[src/rtl/hazard_pkg.sv]
// Shared types for the hazard unit: forwarding selects, memory-wait states, register zero.
// Latency: n/a (types only). Backpressure: n/a.
package hazard_pkg;

  typedef logic [1:0] fwd_sel_t;

  localparam fwd_sel_t FWD_RF = 2'b00;
  localparam fwd_sel_t FWD_W  = 2'b01;
  localparam fwd_sel_t FWD_M  = 2'b10;

  typedef enum logic [1:0] {
    IDLE,
    WAIT,
    RELEASE
  } mem_wait_state_t;

  localparam int REG_ZERO = 0;

endpackage

[src/rtl/hazard_ctrl_fwd_select.sv]
// One Execute-stage forwarding channel; Memory result beats Writeback, register zero never forwards.
// Latency: combinational. Backpressure: none.
module fwd_select
  import hazard_pkg::*;
#(
  parameter int REG_ADDR_W = 5
) (
  input  logic [REG_ADDR_W-1:0] rsE,
  input  logic [REG_ADDR_W-1:0] rdM,
  input  logic [REG_ADDR_W-1:0] rdW,
  input  logic                  regWriteM,
  input  logic                  regWriteW,
  output fwd_sel_t              fwdSel
);

  localparam logic [REG_ADDR_W-1:0] RegZero = REG_ADDR_W'(REG_ZERO);

  always_comb begin
    fwdSel = FWD_RF;
    if (regWriteM && (rdM == rsE) && (rdM != RegZero)) begin
      fwdSel = FWD_M;
    end else if (regWriteW && (rdW == rsE) && (rdW != RegZero)) begin
      fwdSel = FWD_W;
    end
  end

endmodule

[src/rtl/hazard_ctrl.sv]
// Pipeline hazard unit: forwarding, load-use stall, branch flush, memory-wait freeze, perf counters.
// Latency: stall/flush/forward outputs combinational; FSM and counters registered. Backpressure: drives stage stalls.
module hazard_ctrl
  import hazard_pkg::*;
#(
  parameter int REG_ADDR_W = 5,
  parameter int NUM_SRC    = 2,
  parameter int MEM_LAT    = 1,
  parameter int CNT_W      = 16
) (
  input  logic                          clk,
  input  logic                          reset,
  input  logic [NUM_SRC*REG_ADDR_W-1:0] rs_d,
  input  logic [NUM_SRC*REG_ADDR_W-1:0] rs_e,
  input  logic [REG_ADDR_W-1:0]         rd_e,
  input  logic [REG_ADDR_W-1:0]         rd_m,
  input  logic [REG_ADDR_W-1:0]         rd_w,
  input  logic                          reg_write_e,
  input  logic                          reg_write_m,
  input  logic                          reg_write_w,
  input  logic                          result_src_e,
  input  logic                          pc_src_e,
  input  logic                          mem_req_m,
  output logic [NUM_SRC*2-1:0]          forward_e,
  output logic                          stall_f,
  output logic                          stall_d,
  output logic                          stall_e,
  output logic                          stall_m,
  output logic                          flush_d,
  output logic                          flush_e,
  output logic                          flush_w,
  output logic [CNT_W-1:0]              stall_cnt,
  output logic [CNT_W-1:0]              flush_cnt
);

  localparam logic [3:0]            LoadCnt = 4'(MEM_LAT - 2);
  localparam logic [REG_ADDR_W-1:0] RegZero = REG_ADDR_W'(REG_ZERO);

  mem_wait_state_t state, stateNext;
  logic [3:0]      cnt, cntNext;
  logic            memStall;
  logic            stallAll;
  logic            srcHit;
  logic            loadUse;
  fwd_sel_t        chSel [NUM_SRC];

  generate
    for (genvar i = 0; i < NUM_SRC; i++) begin : gFwd
      fwd_select #(
        .REG_ADDR_W(REG_ADDR_W)
      ) uFwd (
        .rsE       (rs_e[i*REG_ADDR_W +: REG_ADDR_W]),
        .rdM       (rd_m),
        .rdW       (rd_w),
        .regWriteM (reg_write_m),
        .regWriteW (reg_write_w),
        .fwdSel    (chSel[i])
      );
      assign forward_e[2*i +: 2] = reset ? chSel[i] : FWD_RF;
    end
  endgenerate

  // The first stalled cycle is spent in IDLE, so cnt only covers the remaining MEM_LAT-2 cycles.
  always_comb begin
    stateNext = state;
    cntNext   = cnt;
    memStall  = 1'b0;
    case (state)
      IDLE: begin
        if (mem_req_m && (MEM_LAT > 1)) begin
          memStall  = 1'b1;
          cntNext   = LoadCnt;
          stateNext = (MEM_LAT > 2) ? WAIT : RELEASE;
        end
      end
      WAIT: begin
        memStall = 1'b1;
        if (cnt == 4'd1) begin
          stateNext = RELEASE;
        end else begin
          cntNext = cnt - 4'd1;
        end
      end
      RELEASE: begin
        stateNext = IDLE;
      end
      default: begin
        stateNext = IDLE;
      end
    endcase
  end

  always_comb begin
    srcHit = 1'b0;
    for (int i = 0; i < NUM_SRC; i++) begin
      if (rs_d[i*REG_ADDR_W +: REG_ADDR_W] == rd_e) begin
        srcHit = 1'b1;
      end
    end
  end

  assign stallAll = reset & memStall;
  assign loadUse  = result_src_e & reg_write_e & (rd_e != RegZero) & srcHit;

  // A taken branch squashes the dependent instruction, so it overrides the load-use hold.
  assign stall_f = reset & (stallAll | (loadUse & ~pc_src_e));
  assign stall_d = stall_f;
  assign stall_e = stallAll;
  assign stall_m = stallAll;
  assign flush_w = stallAll;
  assign flush_d = reset & ~stallAll & pc_src_e;
  assign flush_e = reset & ~stallAll & (pc_src_e | loadUse);

  always_ff @(posedge clk) begin
    if (!reset) begin
      state     <= IDLE;
      cnt       <= 4'd0;
      stall_cnt <= '0;
      flush_cnt <= '0;
    end else begin
      state <= stateNext;
      cnt   <= cntNext;
      if (stall_f && (stall_cnt != '1)) begin
        stall_cnt <= stall_cnt + CNT_W'(1);
      end
      if ((flush_d || flush_e) && (flush_cnt != '1)) begin
        flush_cnt <= flush_cnt + CNT_W'(1);
      end
    end
  end

endmodule

[config.mk]
export PLATFORM = sky130hd
export DESIGN_NAME = hazard_ctrl
export DESIGN_NICKNAME = d
export VERILOG_FILES = /design/src/rtl/hazard_pkg.sv /design/src/rtl/hazard_ctrl_fwd_select.sv /design/src/rtl/hazard_ctrl.sv
export SDC_FILE = /design/constraint.sdc
export NUM_CORES = 1
export LEC_CHECK = 0
export ABC_CLOCK_PERIOD_IN_PS = 3050
export CAP_MARGIN = 20
export CORE_MARGIN = 5
export CORE_UTILIZATION = 51
export CTS_BUF_LIST = sky130_fd_sc_hd__clkbuf_4
export DETAILED_ROUTE_END_ITERATION = 12
export PLACE_DENSITY = 0.89
export SYNTH_ARGS = -nofsm -noshare
export SYNTH_HDL_FRONTEND = slang
export SYNTH_SLANG_ARGS = --single-unit
[constraint.sdc]
create_clock -name clk -period 3.05 [get_ports clk]
set_clock_uncertainty 0.1 [all_clocks]
set_input_delay 0.61 -clock clk [delete_from_list [all_inputs] [get_ports clk]]
set_output_delay 0.61 -clock clk [all_outputs]
set_load 0.02 [all_outputs]
* Yosys cells after proc, flatten, opt, wreduce, memory -nomap -nowiden
Index checks and enable logic that the tools add are counted.
** Operators by class
- $add $sub $neg :: 3
- Eq/ne operators :: 11
- Multiplexer cells :: 11
- Bitwise operators :: 15
- Reduce and logical (&&, ||, !) cells :: 17
** Operators by type and width (count)
- $add A16 B1 Y16 const B :: 2
- $ne A16 B16 Y1 const B :: 2
- $eq A5 B5 Y1 :: 6
- $reduce_bool A5 Y1 :: 3
- $logic_and A1 B1 Y1 :: 10
- $mux W2 :: 5
- $and A1 B1 Y1 :: 9
- $mux W1 :: 5
- $eq A4 B1 Y1 const B :: 1
- $not A1 Y1 :: 4
- $pmux W2 S2 :: 1
- $reduce_and A2 Y1 :: 2
- $sub A4 B1 Y4 const B :: 1
- $eq A2 B1 Y1 const B :: 1
- $logic_not A2 Y1 :: 1
- $ne A2 B2 Y1 const B :: 1
- $or A1 B1 Y1 :: 2
- $logic_or A1 B1 Y1 :: 1
** Storage, ports and cells
- Register bits :: 38
- Input bits :: 43
- Output and inout port bits :: 43

* Longest topological paths before layout
Gate-level depths: netlist of the first run.
- Depth after elaboration :: 8
- Gate-level depth with buffers :: 7

* Cells and area by module
From an unflattened synthesis of the first run, not the netlist that was laid out.
** Second synthesis, totals
- Cell total of the unflattened synthesis :: 269
- Area total of the unflattened synthesis :: 2185.8 sq um
** Modules (own cells, without submodules)
- hazard_ctrl :: times used 1, cells an instance 229, area each 1883.1 sq um, sequential area each 640.6 sq um
- fwd_select :: times used 2, cells an instance 20, area each 151.4 sq um, sequential area each 0.0 sq um

* Worst setup path before layout of the first run
No wires, ideal clock.
- Path kind :: input port to output port
- Start :: input port rd_m[1]
- End :: output port forward_e[0]
- Arrival time :: 2.127 ns
- Required time :: 2.340 ns
- Path slack :: 0.213 ns
- Stages on the path :: 4
- Path buffers :: 0
- Cells stage by stage :: or4_1 > o21ai_0 > nor4_1 > nor4_1
** Between the ends
- Longest elaborated chain between the ends :: 5
** RTL lines
- start, declared :: line hazard_ctrl.sv:16 : input logic [REG_ADDR_W-1:0] rd_m,
- $eq A5 B5 Y1 :: line hazard_ctrl_fwd_select.sv:20 : if (regWriteM && (rdM == rsE) && (rdM != RegZero)) begin
- $logic_and A1 B1 Y1 :: line hazard_ctrl_fwd_select.sv:20
- $logic_and A1 B1 Y1 (*) :: line hazard_ctrl_fwd_select.sv:20
- $mux W2 (*) :: line hazard_ctrl_fwd_select.sv:20
- $mux W2 (*) :: line hazard_ctrl.sv:59 : assign forward_e[2*i +: 2] = reset ? chSel[i] : FWD_RF;
- end, declared :: line hazard_ctrl.sv:24 : output logic [NUM_SRC*2-1:0] forward_e,
Mark *: on every way between the ends. The rest lies on a longest branch, timed or not.

* Worst setup path in the final report of the first run
- Start :: input port rd_w[0]
- End :: output port forward_e[2]
** Between the ends
- Longest elaborated chain between the ends :: 6
** RTL lines
- start, declared :: line hazard_ctrl.sv:17 : input logic [REG_ADDR_W-1:0] rd_w,
- $eq A5 B5 Y1 :: line hazard_ctrl_fwd_select.sv:22 : end else if (regWriteW && (rdW == rsE) && (rdW != RegZero)) begin
- $logic_and A1 B1 Y1 :: line hazard_ctrl_fwd_select.sv:22
- $logic_and A1 B1 Y1 (*) :: line hazard_ctrl_fwd_select.sv:22
- $mux W1 (*) :: line hazard_ctrl_fwd_select.sv:22
- $mux W2 (*) :: line hazard_ctrl_fwd_select.sv:20
- $mux W2 (*) :: line hazard_ctrl.sv:59
Marks and branches as above.

==> results of run 1 <==
timing repair:
action / in CTS / in global routing
setup buffers: 0 / 0
pin swaps: 0 / 6
endpoints found under the setup margin: 7 / 6
endpoints found under the hold margin: 0 / 0
resized for setup: 27 / 15
gates cloned: 0 / 0
power by group through the flow:
stage / combinational (W) / sequential, W / clock [W]
floorplan: 0.0000958 / 0.000437 / 0
global placement: 0.000207 / 0.000434 / 0
detailed placement: 0.000212 / 0.000434 / 0
CTS: 0.000213 / 0.000424 / 0.000245
global route: 0.000233 / 0.000425 / 0.000265
finish: 0.000215 / 0.000424 / 0.000244
cells in the mapped netlist, drive strengths merged, types with 9 or more instances:
cell | number | area share (%)
a21oi | 10 | 2.0
buf | 12 | 3.8
dfxtp | 32 | 26
mux2i | 19 | 7.7
nand2 | 31 | 5.0
nand2b | 17 | 4.3
nand3 | 11 | 2.2
nand4 | 19 | 4.8
nor4 | 9 | 2.5
o21ai | 11 | 2.2
o31ai | 12 | 3.6
or4 | 15 | 4.7
xor2 | 22 | 7.8
cell usage in the layout, fill, tap and decap left out, types with 8 or more instances in the layout:
| cell | count |
|---|---|
| clkdlybuf4s50_1 | 69 |
| dfxtp_1 | 32 |
| nand2_1 | 30 |
| buf_4 | 30 |
| xor2_1 | 22 |
| nand4_1 | 19 |
| mux2i_1 | 19 |
| nand2b_1 | 17 |
| or4_1 | 14 |
| o31ai_1 | 12 |
| nand3_1 | 11 |
| a21oi_1 | 10 |
| xnor2_1 | 8 |
cell families after synthesis:
kind of cell	Yosys count
and+or+nand+nor	135
AOI/OAI and AO/OA	50
DFF	32
xor gates and xnor gates	30
buffers and inverters	25
muxes	20
adders and majority gates	2
other	1
registers in the layout (all words and copies together), names as in the netlist:
| signal | count |
|---|---|
| stall_cnt | 16 |
| flush_cnt | 16 |
routing by layer:
layer	track usage (%)	share of wire [%]	wire length, um
met1	27.1	41	2920
met2	39.6	53	3780
met3	4.63	4.6	328
met4	8.45	1.8	126
met5	0	0	0
stage by stage:
step	util [%]	setup slack, ns	hold WS [ns]	total power (W)
after detailed placement	73.5	-0.510	0.388	0.000646
after CTS	74.2	0.0347	0.402	0.000882
final	74.9	0.0586	0.399	0.000884
after global placement	73.5	-0.464	0.371	0.000641
after global routing	74.9	-0.00159	0.424	0.000923
after floorplan	-	0.213	0.449	0.000533
final cells by class:
class | instances | share of cell area (%)
Inverter | 6 | 0.636
Tap cell | 67 | 2.37
Sequential cell | 32 | 18.1
Clock buffer | 5 | 1.06
Clock inverter | 3 | 0.389
Timing Repair Buffer | 109 | 28.4
Multi-Input combinational cell | 240 | 49.1
worst min-delay path by stage:
| stage | from | endpoint | slack, ns | cells after the start |
|---|---|---|---|---|
| 4_1_cts | stall_cnt[15] | stall_cnt[15] | 0.40 | 2 |
| 6_report | stall_cnt[15] | stall_cnt[15] | 0.40 | 2 |
| 3_3_place_gp | stall_cnt[11] | stall_cnt[11] | 0.37 | 2 |
| 2_1_floorplan | stall_cnt[15] | stall_cnt[15] | 0.45 | 2 |
| 5_1_grt | stall_cnt[11] | stall_cnt[11] | 0.42 | 2 |
| 3_5_place_dp | stall_cnt[15] | stall_cnt[15] | 0.39 | 2 |
critical path, stage by stage:
cell	delay (ns)
clkdlybuf4s50_1	0.54
o211ai_1	0.14
or4_1	0.53
nor4_2	0.28
buf_4	0.18
==> results.cfg, run 1 <==
[run_status]
outcome = finished clean

[power_and_ir_drop]
powerDensity_nw_per_um2 = 250
p_seq_share_pct = 48.0
clkPwrFrac_pct = 27.6
irDropWorstVdd_v = 0.000231
p_leak_nw = 1.24
intPower_w = 0.000616
switching_power_w = 0.000268
swShare_pct = 30.3
comb_power_share_pct = 24.4

[worst_hold_path]
hold_path_class = reg -> reg

[layout]
regArea_sq_um = 641
syn_to_final_growth_pct = 42.7
num_antenna_cells = 0
final_cell_area_sq_um = 3540
nFillCells = 382
fin_cells = 462
fin_nets = 439
multi_input_area_sq_um = 1740
drive_above_1_share_pct = 15.4

[place]
placed_cell_area_sq_um = 3470
dp_cells = 454
portBuffers = 81
dp_hpwl_um = 5480
gp_congestion = 0.841

[synthesis]
synth_adder_area_share_pct = 1.01
syn_inst = 295
synth_compound_area_share_pct = 16.3
syn_area_per_cell_sq_um = 8.41
synth-simple-area-share_pct = 32.1
yosys_warnings = 0
synth.area.mux_share_pct = 8.12
syn_area_sq_um = 2480
synth_cell_type_count = 52
synth_top_family_by_area = simple AND/OR/NAND/NOR gates
async_flop_share_pct = 0
synth_flop_cell = dfxtp_1
synth_edf_count = 0
synthXorXnorAreaFrac_pct = 10.6
synth.yosys.seq_area_share_pct = 25.8
synth-seq-cells = 32

[worst_setup_path]
worstReg2RegEnd = flush_cnt[14]
critPathLaunchType = primary input
r2r_start = flush_cnt[0]
r2r_setup_slack_ns = 0.78
reg2reg_depth = 6
crit_arrival_ns = 2.28
critPathCapture = forward_e[2]
endpoint_kind = primary output
required_ns = 2.34
startpoint = rd_w[0]
worstSetupPathType = in -> out
crit_fanout = 3

[detailed_routing]
drc = 0
viasPerCell = 5.76
postRouteAntennaNets = 0
firstDrtPassIters = 4
vias = 2663
wl_per_cell_um = 15.5
drt_wl_total_um = 7150
drt_iter0_drc = 161

[sta]
fin_crit_ns = 2.99
tns_ns = 0
tightest_slew_ns = 0.737
finalSetupViolCount = 0
relSlewSlack_pct = 50.4
hold_viol = 0
max_freq_mhz = 334
finalMaxSlewViolations = 0
finalCritPeriodShare_pct = 98.1

[job]
drv_cap = 0

[cts]
h-tree-depth = 2
root_buffer = clkbuf_4
cts_tree = built
clock_sinks = 32
clk-insertion-delay-late_ns = 0.36
clk_pin_slew_ns = 0.10
numCtsBuffers = 5
cts_hold_buffers = 0
clk_path_buf_depth = 2

[global_routing]
grt_start_max_net_pins = 45
grt_pass1_vias = 2533
grt_pass1_wl_um = 11600
grt.total_usage_pct = 22.6
grt_overflow = 0
antenna_found_initial = 0

[floorplanning]
num_rows = 25
io_pins = 86
design.die.area_sq_um = 6360
core_area_sq_um = 4720
start_util_pct = 52.5
die_h_um = 79.7
die_w_um = 79.7
No activity file was read; power rests on OpenSTA's default activity.
==> run 2: changes to the inputs <==
SKIP_LAST_GASP = 1   (was unset)
SLEW_MARGIN = 10   (was unset)
==> results.cfg, run 2 (synthesis results as in run 1) <==
[power_and_ir_drop]
irDropWorstVdd_v = 0.000229
powerDensity_nw_per_um2 = 249
comb_power_share_pct = 24.6
switching_power_w = 0.000269
clkPwrFrac_pct = 27.5
total_power_w = 0.000886
swShare_pct = 30.4
p_seq_share_pct = 47.9
intPower_w = 0.000617
p_leak_nw = 1.24

[floorplanning]
start_util_pct = 52.5
io_pins = 86
die_h_um = 79.7
design.die.area_sq_um = 6360
core_area_sq_um = 4720
num_rows = 25
die_w_um = 79.7

[cts]
clk_pin_slew_ns = 0.10
cts_tree = built
clock_sinks = 32
h-tree-depth = 2
clk_path_buf_depth = 2
clk-insertion-delay-late_ns = 0.36
root_buffer = clkbuf_4
numCtsBuffers = 5

[layout]
num_antenna_cells = 0
nFillCells = 378
syn_to_final_growth_pct = 43.3
multi_input_area_sq_um = 1740
fin_nets = 440
final_cell_mix = clkdlybuf4s50_1 (70), dfxtp_1 (32), buf_4 (31)
reg_top3 = flush_cnt: 16 flops, stall_cnt: 16 flops
layout_commonest_cell = clkdlybuf4s50_1
regArea_sq_um = 641
drive_above_1_share_pct = 15.7

[global_routing]
antenna_found_initial = 0
grt_overflow = 0
grt_start_max_net_pins = 45
grt.total_usage_pct = 22.6
grt_pass1_vias = 2533
grt_pass1_wl_um = 11600

[place]
dp_hpwl_um = 5480
gp_congestion = 0.841
portBuffers = 81

[sta]
tightest_slew_ns = 0.792
relSlewSlack_pct = 46.7
max_freq_mhz = 333
grt_setup_unrepaired = yes
finalSetupViolCount = 0
fin_crit_ns = 3.01
hold_ws_ns = 0.399
hold_viol = 0
finalCritPeriodShare_pct = 98.5
finalMaxSlewViolations = 0

[worst_setup_path]
required_ns = 2.34
r2r_start = flush_cnt[0]
critPathCapture = forward_e[1]
worstSetupPathType = in -> out
r2r_setup_slack_ns = 0.77
cp.depth = 7
reg2reg_depth = 6
crit_arrival_ns = 2.30
worst-path-buf-inv = 3
worstReg2RegEnd = flush_cnt[14]
critPathLaunchType = primary input
critPathSlowestCell = or4_1
path_delay_family = buffers and inverters
startpoint = rd_m[2]
crit_fanout = 2
cpPeakStageDelay_ns = 0.53
endpoint_kind = primary output
crit_chain = clkdlybuf4s50_1 -> or4_1 -> o21ai_2 -> buf_4 -> nor4_4 -> and2_1 -> clkbuf_2

[detailed_routing]
postRouteAntennaNets = 0
drt_iter0_drc = 210
drc = 0
firstDrtPassIters = 4
wl_per_cell_um = 15.6
drt_wl_total_um = 7220
viasPerCell = 5.78
vias = 2678

[job]
drv_cap = 0

[run_status]
outcome = finished clean

[worst_hold_path]
hold_path_class = reg -> reg
[run 2: cell types whose count changed in the layout (fill, tap and decap cells not counted), sizes merged]
cell / change
buf: +1
clkdlybuf4s15: +1
dlymetal6s2s: -1
clkdlybuf4s50: +1
clkbuf: -1
[run 2: layout make-up]
class / instances / area share [%]
Multi-Input combinational cell: 240 / 49.0
Timing Repair Buffer: 110 / 28.5
Sequential cell: 32 / 18.0
Tap cell: 67 / 2.36
Clock buffer: 5 / 1.06
Inverter: 6 / 0.634
Clock inverter: 3 / 0.387
[run 2: per-stage QoR]
| step | area (sq um) | std cells | setup TNS, ns | worst slack, ns | utilization (%) |
|---|---|---|---|---|---|
| after floorplan | 2490 | 297 | 0 | 0.213 | - |
| after global placement | 3470 | 454 | -2.30 | -0.464 | 73.5 |
| after detailed placement | 3470 | 454 | -2.57 | -0.510 | 73.5 |
| after CTS | 3510 | 462 | -0.107 | -0.107 | 74.3 |
| after global routing | 3550 | 463 | -0.0633 | -0.0461 | 75.3 |
| final | 3550 | 463 | 0 | 0.0445 | 75.3 |
[run 2: worst min path at each step]
stage / to / from / slack [ns] / cells past startpoint
after global routing: stall_cnt[11] / stall_cnt[11] / 0.42 / 2
after detailed placement: stall_cnt[15] / stall_cnt[15] / 0.39 / 2
after floorplan: stall_cnt[15] / stall_cnt[15] / 0.45 / 2
after global placement: stall_cnt[11] / stall_cnt[11] / 0.37 / 2
after CTS: stall_cnt[15] / stall_cnt[15] / 0.40 / 2
final: stall_cnt[15] / stall_cnt[15] / 0.40 / 2
[run 2: routing by layer]
layer | up-vias | track usage (%) | wire [um]
li1 | 1308 | - | -
met1 | 1287 | 27.1 | 2940
met2 | 70 | 39.6 | 3830
met3 | 13 | 4.63 | 313
met4 | 0 | 8.45 | 144
met5 | - | 0 | 0
[run 2: power by group through the flow]
stage	Clock [W]	Combinational, W	Sequential, W
6_report	0.000244	0.000218	0.000424
5_1_grt	0.000265	0.000236	0.000425
4_1_cts	0.000245	0.000213	0.000424
3_5_place_dp	0	0.000212	0.000434
3_3_place_gp	0	0.000207	0.000434
2_1_floorplan	0	0.0000958	0.000437
[run 2: repair_timing]
| action | 4_1_cts | 5_1_grt |
|---|---|---|
| endpoints found under the hold margin | 0 | 0 |
| resized for setup | 23 | 18 |
| gates cloned | 0 | 0 |
| pin swaps | 0 | 6 |
| hold buffers | 0 | 0 |
| setup endpoints to repair | 7 | 6 |
| buffers inserted | 0 | 1 |
[run 2: tightest hold or removal path, cell delays in order, from the launching register on]
cell	delay, ns
dfxtp_1	0.35
nand2_1	0.06
mux2i_1	0.05
